==> src/rtl/code_loader_pkg.sv <==
// code_loader_pkg: shared definitions for the instruction-memory loader.
// Contents: loader FSM state encoding, stream framing constants
// (LEN_BYTES, BYTES_PER_WORD, WORD_W) and small state-decode helpers.
package code_loader_pkg;

  localparam int unsigned BYTE_W         = 8;
  localparam int unsigned WORD_W         = 32;
  localparam int unsigned LEN_BYTES      = 2;
  localparam int unsigned BYTES_PER_WORD = 4;
  localparam int unsigned LEN_W          = LEN_BYTES * BYTE_W;
  localparam int unsigned BYTE_CNT_W     = $clog2(BYTES_PER_WORD);

  typedef enum logic [2:0] {
    ST_IDLE = 3'd0,
    ST_LEN  = 3'd1,
    ST_DATA = 3'd2,
    ST_CHK  = 3'd3,
    ST_DONE = 3'd4,
    ST_ERR  = 3'd5
  } state_t;

  // States in which the loader takes bytes from the stream.
  function automatic logic is_receiving(input state_t s);
    return (s == ST_LEN) || (s == ST_DATA) || (s == ST_CHK);
  endfunction

  // States in which the pipeline must stay frozen.
  function automatic logic holds_cpu(input state_t s);
    return is_receiving(s) || (s == ST_ERR);
  endfunction

endpackage

==> src/rtl/code_loader_byte_packer.sv <==
// byte_packer: assembles big-endian instruction words from a byte stream.
// Ports:
//   clk, rst          clock, async active-high reset
//   clr               restart word assembly at byte 0
//   byte_valid        byte_data is accepted this cycle
//   byte_data         stream byte (first byte of a word -> bits 31:24)
//   word_valid_c      combinational: this byte completes a word
//   word_c            combinational: completed word (valid with word_valid_c)
module byte_packer
  import code_loader_pkg::*;
(
  input  logic              clk,
  input  logic              rst,
  input  logic              clr,
  input  logic              byte_valid,
  input  logic [BYTE_W-1:0] byte_data,
  output logic              word_valid_c,
  output logic [WORD_W-1:0] word_c
);

  logic [BYTE_CNT_W-1:0]    cnt_q;
  logic [WORD_W-BYTE_W-1:0] sr_q;

  // Byte position within the word and the upper bytes collected so far.
  always_ff @(posedge clk or posedge rst) begin
    if (rst) begin
      cnt_q <= '0;
      sr_q  <= '0;
    end else if (clr) begin
      cnt_q <= '0;
    end else if (byte_valid) begin
      cnt_q <= cnt_q + BYTE_CNT_W'(1);
      sr_q  <= {sr_q[WORD_W-2*BYTE_W-1:0], byte_data};
    end
  end

  // The last byte is used straight from the input so the word is ready in
  // the handshake cycle and the top can register the write one cycle later.
  assign word_valid_c = byte_valid && (cnt_q == BYTE_CNT_W'(BYTES_PER_WORD - 1));
  assign word_c       = {sr_q, byte_data};

endmodule

==> src/rtl/code_loader.sv <==
// code_loader: streams a program image into the instruction memory.
// Stream: 16-bit word count N (MSB first), then N big-endian 32-bit words,
// written to consecutive word addresses from 0 while cpu_hold is asserted.
// Optional feature macro CODE_LOADER_CHECKSUM_EN: a trailing XOR checksum
// byte over all data bytes is required; mismatch ends in the error state.
// Ports:
//   clk, rst               clock, async active-high reset
//   start                  begin a load (honoured in IDLE, DONE, ERR)
//   in_valid/in_data       byte stream input, in_ready back-pressure
//   mem_we/mem_addr/mem_wdata  one-cycle code-memory write port
//   cpu_hold               stall the pipeline while loading or failed
//   done/error             level status of the last load
//   words_loaded           words written by the current/last load
module code_loader
  import code_loader_pkg::*;
#(
  parameter int unsigned ADDR_W = 8
) (
  input  logic              clk,
  input  logic              rst,
  input  logic              start,
  input  logic              in_valid,
  input  logic [BYTE_W-1:0] in_data,
  output logic              in_ready,
  output logic              mem_we,
  output logic [ADDR_W-1:0] mem_addr,
  output logic [WORD_W-1:0] mem_wdata,
  output logic              cpu_hold,
  output logic              done,
  output logic              error,
  output logic [ADDR_W:0]   words_loaded
);

  localparam int unsigned CNT_W     = ADDR_W + 1;
  localparam int unsigned DEPTH     = 1 << ADDR_W;
  localparam int unsigned LEN_CNT_W = $clog2(LEN_BYTES);

  state_t                  state_q, state_d;
  logic [LEN_CNT_W-1:0]    len_cnt_q;
  logic [LEN_W-BYTE_W-1:0] len_sr_q;
  logic [CNT_W-1:0]        len_q;
  logic                    accept_c;
  logic                    start_c;
  logic                    len_last_c;
  logic                    last_word_c;
  logic                    pack_valid_c;
  logic                    word_valid_c;
  logic [LEN_W-1:0]        len_word_c;
  logic [WORD_W-1:0]       word_c;
`ifdef CODE_LOADER_CHECKSUM_EN
  logic [BYTE_W-1:0]       chk_q;
`endif

  assign accept_c     = in_valid && in_ready;
  assign len_word_c   = {len_sr_q, in_data};
  assign len_last_c   = (len_cnt_q == LEN_CNT_W'(LEN_BYTES - 1));
  assign pack_valid_c = accept_c && (state_q == ST_DATA);
  // N never exceeds DEPTH here, so the count cannot overflow CNT_W bits.
  assign last_word_c  = ((words_loaded + CNT_W'(1)) == len_q);

  byte_packer u_packer (
    .clk          (clk),
    .rst          (rst),
    .clr          (start_c),
    .byte_valid   (pack_valid_c),
    .byte_data    (in_data),
    .word_valid_c (word_valid_c),
    .word_c       (word_c)
  );

  // State register plus status outputs decoded from the next state.
  always_ff @(posedge clk or posedge rst) begin
    if (rst) begin
      state_q  <= ST_IDLE;
      in_ready <= 1'b0;
      cpu_hold <= 1'b0;
      done     <= 1'b0;
      error    <= 1'b0;
    end else begin
      state_q  <= state_d;
      in_ready <= is_receiving(state_d);
      cpu_hold <= holds_cpu(state_d);
      done     <= (state_d == ST_DONE);
      error    <= (state_d == ST_ERR);
    end
  end

  // Next-state logic.
  always_comb begin
    state_d = state_q;
    start_c = 1'b0;
    case (state_q)
      ST_IDLE, ST_DONE, ST_ERR: begin
        if (start) begin
          state_d = ST_LEN;
          start_c = 1'b1;
        end
      end
      ST_LEN: begin
        if (accept_c && len_last_c) begin
          if (len_word_c == '0) begin
            state_d = ST_DONE;
          end else if (32'(len_word_c) > DEPTH) begin
            state_d = ST_ERR;
          end else begin
            state_d = ST_DATA;
          end
        end
      end
      ST_DATA: begin
        if (word_valid_c && last_word_c) begin
`ifdef CODE_LOADER_CHECKSUM_EN
          state_d = ST_CHK;
`else
          state_d = ST_DONE;
`endif
        end
      end
`ifdef CODE_LOADER_CHECKSUM_EN
      ST_CHK: begin
        if (accept_c) begin
          state_d = (in_data == chk_q) ? ST_DONE : ST_ERR;
        end
      end
`endif
      default: state_d = ST_IDLE;
    endcase
  end

  // Length capture, write port and word count.
  always_ff @(posedge clk or posedge rst) begin
    if (rst) begin
      len_cnt_q    <= '0;
      len_sr_q     <= '0;
      len_q        <= '0;
      mem_we       <= 1'b0;
      mem_addr     <= '0;
      mem_wdata    <= '0;
      words_loaded <= '0;
    end else begin
      mem_we <= 1'b0;
      if (start_c) begin
        len_cnt_q    <= '0;
        words_loaded <= '0;
      end
      if (accept_c && (state_q == ST_LEN)) begin
        len_cnt_q <= len_last_c ? '0 : len_cnt_q + LEN_CNT_W'(1);
        len_sr_q  <= len_word_c[LEN_W-BYTE_W-1:0];
        if (len_last_c) begin
          len_q <= CNT_W'(len_word_c);
        end
      end
      if (word_valid_c) begin
        mem_we       <= 1'b1;
        mem_addr     <= ADDR_W'(words_loaded);
        mem_wdata    <= word_c;
        words_loaded <= words_loaded + CNT_W'(1);
      end
    end
  end

`ifdef CODE_LOADER_CHECKSUM_EN
  // Running XOR over every data byte of the current load.
  always_ff @(posedge clk or posedge rst) begin
    if (rst) begin
      chk_q <= '0;
    end else if (start_c) begin
      chk_q <= '0;
    end else if (pack_valid_c) begin
      chk_q <= chk_q ^ in_data;
    end
  end
`endif

endmodule

==> config.mk <==
export PLATFORM = sky130hd
export DESIGN_NAME = code_loader
export DESIGN_NICKNAME = d
export VERILOG_FILES = /design/src/rtl/code_loader_pkg.sv /design/src/rtl/code_loader_byte_packer.sv /design/src/rtl/code_loader.sv
export SDC_FILE = /design/constraint.sdc
export NUM_CORES = 1
export LEC_CHECK = 0
export BUFFER_PORTS_ARGS = -buffer_cell sky130_fd_sc_hd__buf_2
export CORE_MARGIN = 4
export CORE_UTILIZATION = 24
export CTS_CLUSTER_SIZE = 20
export DETAILED_ROUTE_END_ITERATION = 10
export PLACE_DENSITY = 0.44
export SYNTH_ARGS = -nofsm -noshare
export SYNTH_HDL_FRONTEND = slang
export SYNTH_HIERARCHICAL = 1
export SYNTH_SLANG_ARGS = --single-unit
==> constraint.sdc <==
create_clock -name clk -period 2.1 [get_ports clk]
set_input_delay 0.21 -clock clk [delete_from_list [all_inputs] [get_ports clk]]
set_output_delay 0.21 -clock clk [all_outputs]
set_load 0.02 [all_outputs]
### After elaboration in Yosys (flattened, before gate mapping)

Index checks and enable logic that the tools add are counted.

* memories: 0
* logic and storage cells: 63
* RAM bits: 0
* ROM bits: 0
* register bits: 101
* latch bits: 0

* bitwise gates (word level): 1
* reductions and logical operators: 17
* muxes and demuxes: 16
* magnitude comparators: 1
* multiply operators: 0
* add/subtract/negate cells: 3
* shift operators: 0
* eq/ne operators: 11
* div/mod/pow operators: 0

Operators with widths (number)
* $mux 9: 2
* $gt 16x9->1 const B: 1
* $logic_not 16->1: 1
* $mux 3: 5
* $eq 3x3->1 const B: 4
* $add 9x1->9 const B: 1
* $eq 3x2->1 const B: 3
* $eq 9x9->1: 1
* $pmux 3 s3: 1
* $eq 3x1->1 const B: 2
* $logic_and 1x1->1: 6
* $mux 1: 6
* $reduce_bool 2->1: 3
* $mux 2: 2
* $reduce_and 2->1: 2
* $logic_not 3->1: 1
* $logic_or 1x1->1: 3
* $reduce_or 3->1: 1
* $add 2x1->2 const B: 1
* $eq 2x2->1 const B: 1
* $add 1x1->1 const B: 1
* $not 1->1: 1

### Logic depth before layout (Yosys ltp)

* word-level depth: 10
* depth in mapped cells: 9

### Modules after synthesis

The synthesis kept the hierarchy.

Modules (own cells, without submodules)
* code_loader: seq. area each 1876.8 um^2, instances 1, area an instance 3248.1 um^2, cells each 248
* byte_packer: seq. area each 650.6 um^2, instances 1, area an instance 1171.1 um^2, cells each 69

### Worst setup path before layout

Ideal clock, no wire load.

* path kind: reg2reg
* from: register state_q[1]
* to: register mem_wdata[10]
* library setup time: 0.125 ns
* slack: -0.161 ns
* data arrival time: 2.137 ns
* buffers on the path: 3
* stages on the path, launching flop included: 8
* cell sequence: dfrtp_1 -> clkbuf_1 -> nand2_1 -> nor2_1 -> and2_2 -> clkbuf_1 -> buf_1 -> mux2_2

* word-level cells in the longest chain between the ends: 3

RTL lines
* start, declared: line code_loader.sv:38 `state_t state_q, state_d;`
* start signal, assigned: line code_loader.sv:80 `state_q <= state_d;`
* $eq 3x2->1: line code_loader.sv:57 `assign pack_valid_c = accept_c && (state_q == ST_DATA);`
* $logic_and 1x1->1: line code_loader.sv:57
* net pack_valid_c: line code_loader.sv:46 `logic pack_valid_c;`
* $logic_and 1x1->1: line code_loader_byte_packer.sv:39 `assign word_valid_c = byte_valid && (cnt_q == BYTE_CNT_W'(BYTES_PER_WORD - 1));`
* net word_valid_c: line code_loader.sv:47 `logic word_valid_c;`
* end signal, assigned: line code_loader.sv:156 `mem_wdata <= word_c;`
* end, declared: line code_loader.sv:27 `output logic [WORD_W-1:0] mem_wdata,`

The timed path passes the listed nets, and every way through them passes these cells.
A chain may end at the register's enable or synchronous reset.

### Final worst setup path

* from: register words_loaded[0]
* to: register done

* word-level cells in the longest chain between the ends: 6

RTL lines
* start, declared: line code_loader.sv:31 `output logic [ADDR_W:0] words_loaded`
* start signal, assigned: line code_loader.sv:157 `words_loaded <= words_loaded + CNT_W'(1);`
* $add 9x1->9: line code_loader.sv:59 `assign last_word_c = ((words_loaded + CNT_W'(1)) == len_q);`
* $eq 9x9->1: line code_loader.sv:59
* $logic_and 1x1->1: line code_loader.sv:111 `if (word_valid_c && last_word_c) begin`
* $mux 3: line code_loader.sv:111
* $pmux 3 s3: line code_loader.sv:92 `case (state_q)`
* $eq 3x3->1: line code_loader.sv:83 `done <= (state_d == ST_DONE);`
* end signal, assigned: line code_loader.sv:83
* end, declared: line code_loader.sv:29 `output logic done,`

Every way passes these cells.

==> results by group <==
Outcome
  – Status: finished, final reports clean

Pwr
  – Total Power: ~4.8 mW
  – Power Dens Cells: 876 nW/um^2
  – LEAKAGE: 2.67 nW
  – Worst vdd ir: 0.429 mV

Setup path
  – Critical path, cell by cell: ha_4 -> and3_4 -> and3_4 -> xnor2_4 -> o2111ai_4 -> or4_4 -> o21ai_2
  – Crit end category: flop
  – Crit Path Category: reg2reg
  – Slowest cell on crit path: or4_4
  – Bufs and invs on worst path: 0
  – Required @ worst endpoint: 2380 ps
  – Most used cell, CP: and3_4
  – Family with the most delay on the worst path: simple AND/OR/NAND/NOR gates
  – Worst EP arrival: 2340 ps
  – CP startpoint: words_loaded[0]
  – Slowest stage delay, CP: about 570 ps
  – Worst r2r src: words_loaded[0]
  – Crit Path Max Fanout: 7
  – Setup crit start kind: flop

GRT
  – Met1 GRT Util: 13.5%
  – First-pass GRT wire length: between 15,000 and 20,000 um
  – Initial antenna violation count: 0
  – Grt ovf: 0
  – Largest net degree at the start of global routing: 34
  – GRT Util Overall: 10.4%
  – GRT busiest layer: met2
  – GR Util met2: ~17%
  – Vias in the first global route: 2,933
  – GR Util met3: 2.76%

Final layout
  – Final net count: 412
  – Final Util: 30.7%
  – Commonest cells after routing, fill and taps aside: 98 x dfrtp_1, 65 x buf_2, 62 x mux2_2
  – Antenna Cells: 0
  – Commonest non-fill, non-tap cell in the layout: dfrtp_1
  – Area grow syn2layout: 25.2%
  – Share of cells above drive strength 1: 52.6%
  – Fin area: 5530 um^2
  – Fill cells: 1,866
  – Register Area: 2530 um^2
  – Cell Count, Final, Fillers Out: roughly 630
  – Area of the multi-input gates: ~1800 um^2

Floorplan
  – Die Y: 144 um
  – Core area: 18,000 um^2
  – Die area: 20,600 um^2
  – FP Rows: 49
  – Initial core utilization: 24.5%
  – Die X: 144 um
  – IO Pins: 66

Worst hold path
  – Hold WC Path Type: in2reg
  – Min-delay src: in_data[4]

Placement
  – RePlAce Congestion: 0.744
  – Place WS: -61.2 ps
  – Number of port buffers: between 60 and 70
  – Placed instance count: 611
  – Hpwl dp: just over 7000 um
  – Cell area after placement: 5090 um^2

Route
  – Number of iterations in the first detailed-routing pass: 4
  – DRT Wirelength: 10,100 um
  – # DRC: 0
  – Detail Route Antenna Nets: 0
  – DR vias: 2,730
  – DR vias/cell: ~4.3
  – DR iter-0 viols: between 100 and 150
  – Post-DR wirelength/cell: 16.0 um

Yosys
  – Prevailing post-synth register cell: dfrtp_1
  – Top post-synthesis cells by area: dfrtp_1 57%, mux2_2 16%, mux2_4 6.8%
  – Syn avg cell area: about 14 um^2
  – Post-synth top area share: a little under three fifths
  – Yosys cell types: between 40 and 50
  – Synth Warn #: 6
  – Synthesized flop and latch total: 101
  – Post-Syn Nets: 331
  – Sequential share of the synthesized area: 57.2%
  – Share of async-settable or async-resettable flops after synthesis: 100%
  – Mapped Cells: 317
  – Area leader, netlist: dfrtp_1
  – Syn Std Cell Area: roughly 4400 um^2
  – EDFF count, synth: 0

Timing
  – Final Hold Viols: 0
  – Clock Skews: 6.15 ps
  – Hold Worst Slack: 196 ps
  – Fin. max-slew vios: 0
  – Setup Viol. Count Final: 0
  – Final critical-path share of the clock period: between 90% and 100%
  – Fin worst setup slack: between 30 and 40 ps
  – Fin crit period: between 2000 and 2500 ps
  – Relative slew margins: 61.2%
  – Setup tns final: 0 ps
  – Setup repair after global routing missed its margin: true
  – Fmax: a little under 0.5 GHz
  – Worst Max-Slew Pin Slew: 580 ps

CTS
  – CTS tree: yes
  – Total CTS buffers: 9
  – Sink Count: approximately 100
  – Later-pin clock latency in the skew report: 340 ps
  – H-tree depth: 3
  – Clock Tree Buf Depth: 2
  – CTS root buf: clkbuf_16
  – Clk slew on worst S/H paths: 70 ps

Flow run
  – Max Cap Viol: 0
==> cell usage after synthesis (3+ instances only) <==
master and n:
clkbuf_1 7, a21oi_1 7, nor2_1 8, nand2_1 16, xnor2_1 5, nor2b_1 5
mux2i_1 6, xor2_1 9, mux2_2 62, nor4_1 3, buf_4 9, inv_1 4
o31ai_1 3, o21ai_0 8, dfrtp_1 101, and3_1 4, nand3_1 6, mux2_4 20
==> where the power goes <==
part / internal [mW] / total [mW] / switching (mW) / leakage, nW
logic: 0.375 / 0.746 / 0.371 / 1.17
registers: 2.15 / 2.31 / 0.163 / 1.35
clock network: 1.05 / 1.79 / 0.741 / 0.146
==> flip-flops by register name, indices dropped and copies added, names as in the netlist, 2 cells and up <==
signal,cells
mem_wdata,32
u_packer/sr_q,24
len_q,9
words_loaded,9
len_sr_q,8
mem_addr,8
state_q,3
u_packer/cnt_q,2
==> cell type report <==
type                       count  share of cell area (%)
sequential                   101                    45.7
multi-input combinational    190                    33.0
timing repair buffer          92                    10.0
tap                          229                    5.18
clock buffer                  11                    4.21
clock inverter                 5                    1.52
inverter                       4                   0.339
==> repair_timing <==
action,CTS,global route
pin swaps,1,5
hold buffers,1,0
resized for setup,2,10
hold endpoints to repair,47,0
setup endpoints to repair,28,17
setup buffers,0,3
cloned,1,0
==> routing by layer <==
| metal | part of all wire (%) | routed length (um) | up-vias |
|---|---|---|---|
| met5 | 0 | 0 | - |
| met4 | 1.5 | 149 | 0 |
| met3 | 4.5 | 455 | 8 |
| met2 | 49 | 4920 | 49 |
| met1 | 45 | 4610 | 1398 |
| li1 | - | - | 1275 |
==> logic make-up (layout without fill, tap and decap cells) <==
group	Yosys count	in the layout	synth area share [%]
multiplexers	88	88	24.0
flip-flops	101	101	57.2
AND/OR/NAND/NOR	58	59	7.33
buffers and inverters	27	112	4.02
adder cells (fa/ha/maj)	2	2	0.566
XOR/XNOR	14	14	2.77
AO/OA/AOI/OAI	27	27	4.16
==> path summary, 6_finish.rpt <==
kind	slack, ps	cells after the start	to
setup / recovery	40	7	done
hold / removal	200	2	u_packer/sr_q[4]
setup reg to reg	40	7	done
hold reg to reg	500	1	mem_wdata[19]
max in group asynchronous	920	4	words_loaded[2]
min in group asynchronous	480	3	mem_wdata[8]
==> worst register-to-register path, stage by stage (launching register included) <==
cell and delay (ps):
dfrtp_2 430, ha_4 190, and3_4 190, and3_4 200, xnor2_4 160, o2111ai_4 180, or4_4 580, o21ai_2 70
Note: power is estimated with default switching activity, not from simulation.
